[src/rtl/bit_upsample_gen_pkg.sv]
// Shared definitions for the bit upsampler in front of the Gaussian TX filter.
package bit_upsample_gen_pkg;

  typedef enum logic [1:0] {
    ST_IDLE = 2'd0,
    ST_RUN  = 2'd1,
    ST_TAIL = 2'd2
  } ups_state_t;

  localparam int DEF_SAMPLE_PER_SYMBOL = 8;
  localparam int GAUSS_NUM_TAP         = 17;
  // Tail length drains the filter delay line: one sample per tap beyond the first.
  localparam int DEF_TAIL_SAMPLES      = GAUSS_NUM_TAP - 1;

endpackage

[src/rtl/bit_upsample_gen.sv]
// Repeats each accepted info bit SAMPLE_PER_SYMBOL times toward the Gaussian filter.
// Define BIT_UPSAMPLE_TAIL_EN to append TAIL_SAMPLES copies of the final bit.
module bit_upsample_gen
  import bit_upsample_gen_pkg::*;
#(
  parameter int SAMPLE_PER_SYMBOL = DEF_SAMPLE_PER_SYMBOL,
  parameter int TAIL_SAMPLES      = DEF_TAIL_SAMPLES
) (
  input  logic       clk,
  input  logic       rst_n,
  input  logic       info_bit,
  input  logic       info_bit_valid,
  input  logic       info_bit_valid_last,
  output logic       info_bit_ready,
  output logic       bit_upsample,
  output logic       bit_upsample_valid,
  output logic       bit_upsample_valid_last,
  output logic       underrun,
  output ups_state_t dbg_state
);

  // Handshake: a bit transfers on any rising edge where info_bit_valid and
  // info_bit_ready are both high; ready depends only on internal state.
  localparam int CNT_W = $clog2(SAMPLE_PER_SYMBOL);
  localparam logic [CNT_W-1:0] CNT_END = CNT_W'(SAMPLE_PER_SYMBOL - 1);

  ups_state_t       state, state_nxt;
  logic [CNT_W-1:0] cnt, cnt_nxt;
  logic             hbit, hbit_nxt;
  logic             hlast, hlast_nxt;
  logic             stall, stall_nxt;
  logic             out_bit_nxt, valid_nxt, vlast_nxt, under_nxt;
  logic             cnt_end;

`ifdef BIT_UPSAMPLE_TAIL_EN
  localparam logic [7:0] TAIL_END = 8'(TAIL_SAMPLES - 1);
  logic [7:0] tail_cnt, tail_cnt_nxt;
`else
  logic unused_tail_samples;
  assign unused_tail_samples = ^8'(TAIL_SAMPLES);
`endif

  assign cnt_end        = (cnt == CNT_END);
  assign info_bit_ready = rst_n && ((state == ST_IDLE) ||
                                    ((state == ST_RUN) && cnt_end && !hlast));
  assign dbg_state      = state;

  always_comb begin
    state_nxt   = state;
    cnt_nxt     = cnt;
    hbit_nxt    = hbit;
    hlast_nxt   = hlast;
    stall_nxt   = stall;
    out_bit_nxt = bit_upsample;
    valid_nxt   = 1'b0;
    vlast_nxt   = 1'b0;
    under_nxt   = 1'b0;
`ifdef BIT_UPSAMPLE_TAIL_EN
    tail_cnt_nxt = tail_cnt;
`endif
    case (state)
      ST_IDLE: begin
        if (info_bit_valid) begin
          state_nxt   = ST_RUN;
          cnt_nxt     = '0;
          hbit_nxt    = info_bit;
          hlast_nxt   = info_bit_valid_last;
          stall_nxt   = 1'b0;
          out_bit_nxt = info_bit;
          valid_nxt   = 1'b1;
        end
      end
      ST_RUN: begin
        if (!cnt_end) begin
          cnt_nxt     = cnt + 1'b1;
          out_bit_nxt = hbit;
          valid_nxt   = 1'b1;
`ifndef BIT_UPSAMPLE_TAIL_EN
          vlast_nxt   = hlast && (cnt_nxt == CNT_END);
`endif
        end else if (!hlast) begin
          if (info_bit_valid) begin
            cnt_nxt     = '0;
            hbit_nxt    = info_bit;
            hlast_nxt   = info_bit_valid_last;
            stall_nxt   = 1'b0;
            out_bit_nxt = info_bit;
            valid_nxt   = 1'b1;
          end else begin
            // Starved mid-packet: hold the counter and flag only the first bubble.
            stall_nxt = 1'b1;
            under_nxt = !stall;
          end
        end else begin
`ifdef BIT_UPSAMPLE_TAIL_EN
          state_nxt    = ST_TAIL;
          tail_cnt_nxt = '0;
          out_bit_nxt  = hbit;
          valid_nxt    = 1'b1;
          vlast_nxt    = (TAIL_END == 8'd0);
`else
          state_nxt = ST_IDLE;
`endif
        end
      end
`ifdef BIT_UPSAMPLE_TAIL_EN
      ST_TAIL: begin
        if (tail_cnt == TAIL_END) begin
          state_nxt = ST_IDLE;
        end else begin
          tail_cnt_nxt = tail_cnt + 8'd1;
          out_bit_nxt  = hbit;
          valid_nxt    = 1'b1;
          vlast_nxt    = (tail_cnt_nxt == TAIL_END);
        end
      end
`endif
      default: state_nxt = ST_IDLE;
    endcase
  end

  always_ff @(posedge clk or negedge rst_n) begin
    if (!rst_n) begin
      state                   <= ST_IDLE;
      cnt                     <= '0;
      hbit                    <= 1'b0;
      hlast                   <= 1'b0;
      stall                   <= 1'b0;
      bit_upsample            <= 1'b0;
      bit_upsample_valid      <= 1'b0;
      bit_upsample_valid_last <= 1'b0;
      underrun                <= 1'b0;
`ifdef BIT_UPSAMPLE_TAIL_EN
      tail_cnt                <= '0;
`endif
    end else begin
      state                   <= state_nxt;
      cnt                     <= cnt_nxt;
      hbit                    <= hbit_nxt;
      hlast                   <= hlast_nxt;
      stall                   <= stall_nxt;
      bit_upsample            <= out_bit_nxt;
      bit_upsample_valid      <= valid_nxt;
      bit_upsample_valid_last <= vlast_nxt;
      underrun                <= under_nxt;
`ifdef BIT_UPSAMPLE_TAIL_EN
      tail_cnt                <= tail_cnt_nxt;
`endif
    end
  end

endmodule

[config.mk]
export PLATFORM = sky130hd
export DESIGN_NAME = bit_upsample_gen
export DESIGN_NICKNAME = d
export VERILOG_FILES = /design/src/rtl/bit_upsample_gen_pkg.sv /design/src/rtl/bit_upsample_gen.sv
export SDC_FILE = /design/constraint.sdc
export NUM_CORES = 1
export LEC_CHECK = 0
export BUFFER_PORTS_ARGS = -buffer_cell sky130_fd_sc_hd__buf_2
export CAP_MARGIN = 10
export CORE_AREA = 3 3 40 42
export CTS_CLUSTER_SIZE = 14
export DETAILED_ROUTE_END_ITERATION = 10
export DIE_AREA = 0 0 43 45
export PLACE_DENSITY = 0.65
export SYNTH_ARGS = -nofsm -noshare
export SYNTH_HDL_FRONTEND = slang
export SYNTH_SLANG_ARGS = --single-unit
[constraint.sdc]
create_clock -name clk -period 1.65 [get_ports clk]
set_clock_uncertainty 0.05 [all_clocks]
set_input_delay 0.33 -clock clk [delete_from_list [all_inputs] [get_ports clk]]
set_output_delay 0.33 -clock clk [all_outputs]
set_load 0.02 [all_outputs]
After elaboration in Yosys (flattened, before gate mapping)
Cells that the tools add are included.

storage, ports and cells
  bits in latches = 0
  word-level logic and storage cells = 68
  ROM bits = 0
  register bits after elaboration = 12
  memories kept = 0
  memory bits (writable) = 0
  output and inout bits = 7

operators by class
  multipliers = 0
  bitwise logic cells = 0
  reductions and logical operators = 14
  magnitude comparators = 0
  equal/unequal tests = 8
  muxes and demuxes = 36
  shift operators = 0
  div/mod/pow operators = 0
  add/sub/neg operators = 1

operator list
  operator                                                                count
  1-bit two-way mux                                                       23
  1-bit one-hot mux with 2 select lines                                   5
  3-bit two-way mux                                                       3
  3-bit AND reduction                                                     3
  2-bit inequality test (second input constant)                           4
  3-bit equality test (second input constant)                             2
  2-bit two-way mux                                                       3
  3-bit one-hot mux with 2 select lines                                   1
  1-bit logical AND                                                       4
  2-bit one-hot mux with 2 select lines                                   1
  4-bit AND reduction                                                     1
  3-bit by 1-bit adder with 3-bit output (second input constant)          1
  3-bit inequality test (second input constant)                           1
  2-bit by 1-bit equality test with 1-bit output (second input constant)  1
  1-bit logical NOT                                                       2
  2-bit logical NOT                                                       1
  2-bit AND reduction                                                     1
  2-bit nonzero test                                                      1
  1-bit logical OR                                                        1

Depth between registers and ports, before layout
Gate-level depths: netlist of run 1.

  depth after elaboration = 5
  depth in mapped cells = 5

Worst setup path after synthesis of run 1
Ideal clock, no wire load.

  kind = flip-flop to flip-flop
  start point = register cnt[0]
  end point = register stall
  period minus slack after synthesis = 1528 ps
  buffers on the path = 0
  path slack = 122 ps
  stages on the path, launching flop included = 6
  arrival time = 1357 ps
  library setup time = 121 ps
  data required time = 1479 ps
  cells stage by stage = dfrtp_1 -> ha_1 -> ha_1 -> nand2b_4 -> mux2_4 -> a22o_1

between the ends
  word-level cells in the longest chain between the ends = 3

ends and longest elaborated chain
  what                                    line                     text
  start, declared                         bit_upsample_gen.sv:28   logic [CNT_W-1:0] cnt, cnt_nxt;
  start signal, assigned                  bit_upsample_gen.sv:138  cnt <= cnt_nxt;
  3-bit equality test                     bit_upsample_gen.sv:43   assign cnt_end = (cnt == CNT_END);
  2-bit inequality test (no source line)  -
  4-bit AND reduction (no source line)    -
  end signal, assigned                    bit_upsample_gen.sv:141  stall <= stall_nxt;
  end, declared                           bit_upsample_gen.sv:31   logic stall, stall_nxt;

Every way passes these cells.
A chain may end at the register's enable or synchronous reset.

Final worst setup path of run 1
  start point = register cnt[0]
  end point = output port info_bit_ready

between the ends
  word-level cells in the longest chain between the ends = 5

ends and longest elaborated chain
  what                            line                    text
  3-bit equality test             bit_upsample_gen.sv:43
  1-bit logical AND (2 in a row)  bit_upsample_gen.sv:45  ((state == ST_RUN) && cnt_end && !hlast));
  1-bit logical OR                bit_upsample_gen.sv:44  assign info_bit_ready = rst_n && ((state == ST_IDLE) ||
  1-bit logical AND               bit_upsample_gen.sv:44
  end, declared                   bit_upsample_gen.sv:14  output logic info_bit_ready,

Every way passes these cells.

==> results of run 1 <==
## worst max-delay path, cell delays in order, from the launching register on
cell and delay [ns]:
dfrtp_1 0.38, ha_2 0.21, ha_4 0.17, nand2b_4 0.07
nand2_2 0.05, and2_4 0.15, buf_6 0.12
## placed cells by master (no fill, tap or decap), drive strengths merged
master / count
a22o: 2
clkbuf: 4
o21ai: 1
dfrtp: 11
and3: 1
inv: 6
dlygate4sd3: 1
and2: 1
nor2: 2
nor4b: 1
o32ai: 1
conb: 1
mux2: 3
nand3: 1
nor3: 1
nand2: 4
a21oi: 3
buf: 21
a31oi: 1
ha: 4
nor2b: 1
nand2b: 3
a222oi: 1
## cell type report
cell class              count  area [sq um]
fillers                   108           489
multi-input cells          32           304
flip-flops and latches     11           275
repair buffers             22           149
clock buffers               4          26.3
inverters                   6          22.5
well taps                  15          18.8
## final timing paths
| path | depth (start not counted) | endpoint | slack [ns] | startpoint |
|---|---|---|---|---|
| setup reg to reg | 6 | stall | 0.03 | cnt[0] |
| setup / recovery | 6 | info_bit_ready | -0.16 | cnt[0] |
| min in group asynchronous | 3 | underrun | 0.47 | rst_n |
| max in group asynchronous | 3 | bit_upsample | 0.94 | rst_n |
| hold / removal | 3 | hlast | 0.25 | info_bit_valid_last |
| hold reg to reg | 1 | underrun | 0.41 | stall |
## report_power, final
group          switching (mW)  total [mW]  internal [mW]
logic                   0.361       0.839          0.478
clock network          0.0893       0.183         0.0938
registers               0.106       0.493          0.388
total                   0.556        1.52          0.959
## metrics by stage
| step | TNS [ns] | setup WS [ns] |
|---|---|---|
| final | -0.155 | -0.155 |
| after global routing | -0.243 | -0.213 |
| after CTS | -0.159 | -0.159 |
| after detailed placement | -0.000758 | -0.000758 |
| after global placement | 0 | 0.0271 |
| after floorplan | 0 | 0.122 |
## routing by layer
layer / wire (um) / vias up / track usage, %
met3: 89 / 5 / 5.98
met4: 44 / 0 / 12.7
met1: 475 / 198 / 15.6
met5: 0 / - / 0
met2: 554 / 18 / 22.5
li1: - / 219 / -
## cells by family after synthesis
family          share of synthesized area [%]
compound gates                           11.9
flops                                    49.3
simple gates                             15.7
buf+inv                                  6.73
mux                                      6.73
fa+ha+maj                                8.97
other cells                             0.672
## flip-flops by register name (all words and copies together), names as in the netlist
name,cells
dbg_state,1
stall,1
hlast,1
bit_upsample_valid,1
bit_upsample,1
bit_upsample_valid_last,1
cnt,3
hbit,1
underrun,1
## what timing repair did
item,4_1_cts,5_1_grt
gates resized for setup,9,5
buffers inserted,5,2
hold endpoints to repair,11,0
endpoints found under the setup margin,1,4
pin swaps,2,1
hold buffers,1,0
==> results.yml, run 1 <==
pwr:
  p_leak_nw: 0.401
  ir_drop_mv: 0.816
  p_per_area_nw_per_um2: 1900
  totalPowerFinal_mw: 1.52
die:
  fp.coreArea_sq_um: 1280
  die_h_um: 45
  rows: 13
  die_area_sq_um: 1940
  fp.dieW_um: 43
  initial_core_util_pct: 43.4
  num_io_pins: 12
detailed_routing:
  routed_via_density: 4.89
  vias: 440
  routed_wl_mm: 1.16
  drt_iter0_markers: 14
  drtAntennaViolNets: 0
  drc_errors: 0
  first_pass_iters: 4
  detail_route.wl_per_cell_um: 12.9
sta:
  rsz0062_at_grt: "yes"
  fin_crit_sh_pct: 109
  fin_hold_ws_ns: 0.251
  setup_viol: 1
  fmax_mhz: 554
  min_period_ns: 1.81
  slew_violations: 0
  timing.final.ws_setup_ns: -0.155
  hold_viol: 0
grt:
  grt.total_usage_pct: 14.6
  grt_pass1_wl_mm: 1.93
  grt_pass1_vias: 436
  grt.overflow.total: 0
  grt_antenna_before_repair: 0
  grt_max_degree: 13
synth:
  syn_area_sq_um: 558
  synthCells: 51
  ys_warn_count: 0
  synth_top_cell_by_area: "dfrtp_1"
  synth-edff-count: 0
  async_flop_share_pct: 100
  synth_common_cells: "dfrtp_1, inv_1, ha_1, nand2_1"
  synth_ff_type: "dfrtp_1"
  ys_seq_elements: 11
  synth_cell_type_count: 25
  syn_nets: 60
  synth_area_leaders: "dfrtp_1, ha_1, mux2_2, inv_1, a22o_1"
  synth.most_common_cell: "dfrtp_1"
  synth-seq-area-share_pct: 49.3
  avgSynthCellArea_sq_um: 10.9
  yosysTopAreaCellShare_pct: 49.3
placement:
  dpl_cell_area_sq_um: 649
  port_buffers: 10
  dpl.cell_count: 79
  gp_congestion: 0.744
  detailed_place_hpwl_um: 753
run_status:
  outcome: "finished with violations"
  failed_checks: "setup timing"
clock_tree:
  clkTransAtPathRegs_ns: 0.07
  cts_buffers: 3
  cts_tree: "done"
  numClockSinks: 11
  htreeDepth: 1
  clock_latency_ns: 0.27
  clockBufferDepth: 2
  clockRootBuffer: "clkbuf_4"
final_layout:
  drive_above_1_share_pct: 50.7
  finalNetCount: 85
  stdcell_count: 90
  finish.utilization_pct: 61.9
  antenna_cells: 0
  syn_to_final_growth_pct: 42.6
  fin_area_sq_um: 796
worst_hold_path:
  hp-class: "in2reg"
critical_path:
  path_max_fanout: 2
  critPathKind: "reg2out"
  cp.required_ns: 1.27
  crit_path_end_kind: "output pin"
  arrival_ns: 1.43
  startpoint_type: "register"
job:
  drv_cap: 0
No activity file was read; power rests on OpenSTA's default activity.
==> inputs of run 2 (changes only) <==
--- a/config.mk
+++ b/config.mk
@@ -6,5 +6,4 @@
 export NUM_CORES = 1
 export LEC_CHECK = 0
-export BUFFER_PORTS_ARGS = -buffer_cell sky130_fd_sc_hd__buf_2
 export CAP_MARGIN = 10
 export CORE_AREA = 3 3 40 42
@@ -12,5 +11,6 @@
 export DETAILED_ROUTE_END_ITERATION = 10
 export DIE_AREA = 0 0 43 45
-export PLACE_DENSITY = 0.65
+export DONT_BUFFER_PORTS = 1
+export PLACE_DENSITY = 0.55
 export SYNTH_ARGS = -nofsm -noshare
 export SYNTH_HDL_FRONTEND = slang
==> constraint.sdc (replaced) <==
create_clock -name clk -period 2 [get_ports clk]
set_clock_uncertainty 0.05 [all_clocks]
set_input_delay 0.1 -clock clk [delete_from_list [all_inputs] [get_ports clk]]
set_output_delay 0.1 -clock clk [all_outputs]
set_load 0.02 [all_outputs]
==> results.yml, run 2 (same netlist as run 1, synthesis figures left out) <==
final_layout:
  stdcell_count: 73
  largest-register: "cnt"
  final_common_cell: "dfrtp_1"
  fillCellCount: 114
  finalNetCount: 68
  drive_above_1_share_pct: 19.0
  syn_to_final_growth_pct: 13.9
  final_cell_mix: "dfrtp_1, inv_1, nand2_1, ha_1, dlygate4sd3_1"
  antenna_cells: 0
  largest_reg_flops: 3
grt:
  grt.overflow.total: 0
  grt_antenna_before_repair: 0
  grt_pass1_vias: 415
  grt_max_degree: 12
  grt_pass1_wl_mm: 1.84
  grt.total_usage_pct: 13.3
critical_path:
  crit_path_end_kind: "output pin"
  cp.required_ns: 1.85
  path_max_fanout: 3
  startpoint_type: "register"
  arrival_ns: 1.52
  critPathKind: "reg2out"
die:
  fp.coreArea_sq_um: 1280
  die_area_sq_um: 1940
  fp.dieW_um: 43
  initial_core_util_pct: 43.4
  num_io_pins: 12
  rows: 13
  die_h_um: 45
clock_tree:
  cts_buffers: 3
  clkTransAtPathRegs_ns: 0.08
  numClockSinks: 11
  clockRootBuffer: "clkbuf_4"
  cts_resized: 0
  htreeDepth: 1
  clock_latency_ns: 0.28
  clockBufferDepth: 2
  cts_tree: "done"
detailed_routing:
  routed_wl_mm: 1.08
  detail_route.wl_per_cell_um: 14.7
  first_pass_iters: 4
  routed_via_density: 5.18
  vias: 378
  drtAntennaViolNets: 0
  drt_iter0_markers: 5
  drc_errors: 0
sta:
  slew_violations: 0
  hold_viol: 0
  setup_tns_ns: 0
  worstMarginPinSlew_ns: 0.500
  min_period_ns: 1.67
  rsz0062_at_grt: "no"
  fin_crit_sh_pct: 83.7
  fmax_mhz: 598
  max_slew_margin_pct: 66.6
  setup_viol: 0
worst_hold_path:
  hp-class: "in2reg"
placement:
  gp_congestion: 0.716
  dpl.cell_count: 65
  port_buffers: 0
  detailed_place_hpwl_um: 773
pwr:
  ir_drop_mv: 0.532
  p_leak_nw: 0.304
  p_per_area_nw_per_um2: 1550
run_status:
  outcome: "finished, final reports clean"
job:
  drv_cap: 0
==> run 2: critical path, cell delays in order, from the launching register on <==
cell and delay [ns]:
dfrtp_1 0.40, ha_1 0.22, ha_1 0.20, nand2b_1 0.09
nand2_1 0.08, and2_1 0.24
==> run 2: area by class of cell <==
class	count	area, sq um	share of cell area, %
sequential	11	275	43.3
clock buffer	4	26.3	4.13
tap	15	18.8	2.95
inverter	6	22.5	3.54
multi-input combinational	32	245	38.6
timing repair buffer	5	47.5	7.48
==> run 2: timing repair <==
item	4_1_cts	5_1_grt
buffers inserted	0	0
hold endpoints to repair	17	0
hold buffers	4	0
==> run 2: worst paths after layout <==
check | slack [ns] | depth (start not counted) | endpoint | from
min in group asynchronous | 0.17 | 1 | stall | rst_n
min | 0.02 | 3 | hlast | info_bit_valid
max | 0.33 | 5 | info_bit_ready | cnt[0]
min reg2reg | 0.45 | 1 | underrun | stall
max in group asynchronous | 1.39 | 1 | bit_upsample_valid_last | rst_n
max reg2reg | 0.37 | 5 | cnt[0] | cnt[0]
==> run 2: metrics by stage <==
step | util (%) | worst slack, ns | hold slack, ns | instance area (sq um) | power (mW)
floorplan | - | 0.472 | -0.246 | 558 | 0.745
global placement | 44.3 | 0.377 | -0.245 | 569 | 0.805
detailed placement | 44.3 | 0.366 | -0.245 | 569 | 0.827
CTS | 49.5 | 0.316 | 0.0163 | 636 | 1.00
global route | 49.5 | 0.246 | 0.0517 | 636 | 1.07
finish | 49.5 | 0.327 | 0.0234 | 636 | 0.986
==> run 2: per-layer routing <==
| metal | track usage [%] | routed length [um] |
|---|---|---|
| met5 | 0 | 0 |
| met4 | 7.23 | 14 |
| met3 | 5.58 | 92 |
| met2 | 21.3 | 511 |
| met1 | 15.2 | 457 |
==> run 2: power by group <==
group	internal [mW]	switching [mW]
logic	0.203	0.202
registers	0.320	0.103
clock network	0.0774	0.0808
total	0.601	0.386
==> inputs of run 3 (changes only) <==
Settings changed: ABC_AREA from default to 1, PLACE_DENSITY 0.55 to 0.58.
Clock period 2 ns to 1.4 ns, I/O delays scaled along.
==> results.yml, run 3 <==
pwr:
  p_per_area_nw_per_um2: 2070
  totalPowerFinal_mw: 1.50
  p_leak_nw: 0.389
  ir_drop_mv: 0.961
detailed_routing:
  first_pass_iters: 4
  detail_route.wl_per_cell_um: 11.6
  dr_wl_met2_um: 534
  drtAntennaViolNets: 0
  highest_layer: "met3"
  route.met3.wl_um: 96
  drt_iter0_markers: 24
  vias: 494
  routed_via_density: 4.94
  drc_errors: 0
  routed_wl_mm: 1.16
  routedLengthMet1_um: 531
final_layout:
  stdcell_count: 100
  fillCellCount: 123
  final_cell_mix: "nand2_1, dfrtp_1, inv_1, buf_4, nand3_1"
  antenna_cells: 0
  syn_to_final_growth_pct: 29.0
  final_common_cell: "nand2_1"
  drive_above_1_share_pct: 23.5
  finalNetCount: 95
  fin_area_sq_um: 724
  largest_reg_flops: 3
  finish.utilization_pct: 56.4
  largest-register: "cnt"
synth:
  synth_ff_type: "dfrtp_1"
  ys_seq_elements: 11
  synthCells: 69
  avgSynthCellArea_sq_um: 8.14
  ys_warn_count: 0
  yosysTopAreaCellShare_pct: 49.0
  synth-seq-area-share_pct: 49.0
  syn_area_sq_um: 562
  synth-edff-count: 0
  async_flop_share_pct: 100
  synth_area_leaders: "dfrtp_1, nand2_1, ha_1, inv_1, nand3_1"
  synth_common_cells: "nand2_1, dfrtp_1, inv_1"
  synth.most_common_cell: "nand2_1"
  syn_nets: 78
  synth_cell_type_count: 13
  synth_top_cell_by_area: "dfrtp_1"
placement:
  dp_slack_ns: -0.0583
  dpl_cell_area_sq_um: 626
  gp_congestion: 0.749
  port_buffers: 0
  detailed_place_hpwl_um: 845
  dpl.cell_count: 90
sta:
  min_period_ns: 1.49
  hold_viol: 0
  rsz0062_at_grt: "yes"
  slew_violations: 0
  fin_hold_ws_ns: 0.0106
  max_slew_margin_pct: 66.4
  fin_crit_sh_pct: 107
  setup_viol: 4
  worstMarginPinSlew_ns: 0.503
  timing.final.ws_setup_ns: -0.0921
  setup_tns_ns: -0.185
  fmax_mhz: 670
die:
  initial_core_util_pct: 43.7
  die_area_sq_um: 1940
  die_h_um: 45
  rows: 13
  num_io_pins: 12
  fp.coreArea_sq_um: 1280
  fp.dieW_um: 43
critical_path:
  cpMaxStageDelayCell: "dfrtp_1"
  cpPeakStageDelay_ns: 0.38
  cp.required_ns: 1.28
  startpoint_type: "register"
  path_max_fanout: 2
  critPathKind: "reg2out"
  crit_path_end_kind: "output pin"
  path_cells: "ha_2 > ha_4 > inv_2 > nand2_2 > nand2_1 > nor2_1 > buf_4"
  arrival_ns: 1.37
clock_tree:
  numClockSinks: 11
  cts_buffers: 3
  clockRootBuffer: "clkbuf_4"
  clock_latency_ns: 0.26
  htreeDepth: 1
  cts_tree: "done"
  clockBufferDepth: 2
  clkTransAtPathRegs_ns: 0.07
grt:
  grt_max_degree: 12
  grt.overflow.total: 0
  grt.total_usage_pct: 14.9
  grt_antenna_before_repair: 0
  grt_pass1_wl_mm: 2.10
  grt_pass1_vias: 467
job:
  drv_cap: 0
run_status:
  failed_checks: "setup timing"
  outcome: "finished with violations"
worst_hold_path:
  hp-class: "in2reg"
-- run 3: cell types whose count changed in the layout (fill, tap and decap cells not counted), moves of 2 or more --
cell,delta
nand3_1,+6
buf_4,+9
a22o_1,-2
nand2_1,+15
nand2_2,+3
nand3b_1,+2
nor2_1,+3
mux2_2,-2
nand2b_1,-2
a21oi_1,-2
inv_1,+5
ha_1,-2
-- run 3: area by class of cell --
type / instances / area (sq um) / area share, %
repair buffers: 13 / 105 / 14.5
flip-flops and latches: 11 / 275 / 38.0
clock buffers: 4 / 26.3 / 3.63
multi-input cells: 46 / 258 / 35.6
inverters: 11 / 41.3 / 5.70
well taps: 15 / 18.8 / 2.59
-- run 3: kinds of logic after synthesis --
kind of cell	Yosys count	share of synthesized area [%]
DFF	11	49.0
and+or+nand+nor	37	28.5
other	1	0.668
AOI/OAI and AO/OA	4	4.23
adders and majority gates	4	8.91
buffers and inverters	12	8.69
-- run 3: worst max-delay path, delay by kind of cell, from the launching register on --
family	cells	cell delay (ns)
fa+ha+maj	2	0.38
buf+inv	2	0.20
flops	1	0.38
simple gates	3	0.16
-- run 3: path summary, 6_finish.rpt --
check	startpoint	endpoint	slack [ns]	cells past startpoint
hold reg to reg	stall	underrun	0.38	1
setup / recovery	cnt[0]	info_bit_ready	-0.09	7
hold / removal	info_bit_valid	hbit	0.01	2
max in group asynchronous	rst_n	bit_upsample_valid_last	0.80	1
setup reg to reg	cnt[0]	bit_upsample	-0.05	8
min in group asynchronous	rst_n	bit_upsample_valid	0.16	1
-- run 3: per-layer routing --
layer  up-vias  track usage [%]
li1        247                -
met1       221             19.6
met2        26             23.4
met3         0             5.58
met4         0             4.22
met5         -                0
-- run 3: what timing repair did --
action / CTS / global route
buffers inserted: 1 / 2
endpoints found under the setup margin: 7 / 8
hold buffers: 3 / 0
pin swaps: 1 / 1
gates resized for setup: 5 / 2
hold endpoints to repair: 17 / 0
-- run 3: power breakdown --
group / switching, mW / internal (mW)
combinational: 0.375 / 0.331
sequential: 0.142 / 0.438
clock: 0.101 / 0.110
total: 0.617 / 0.879
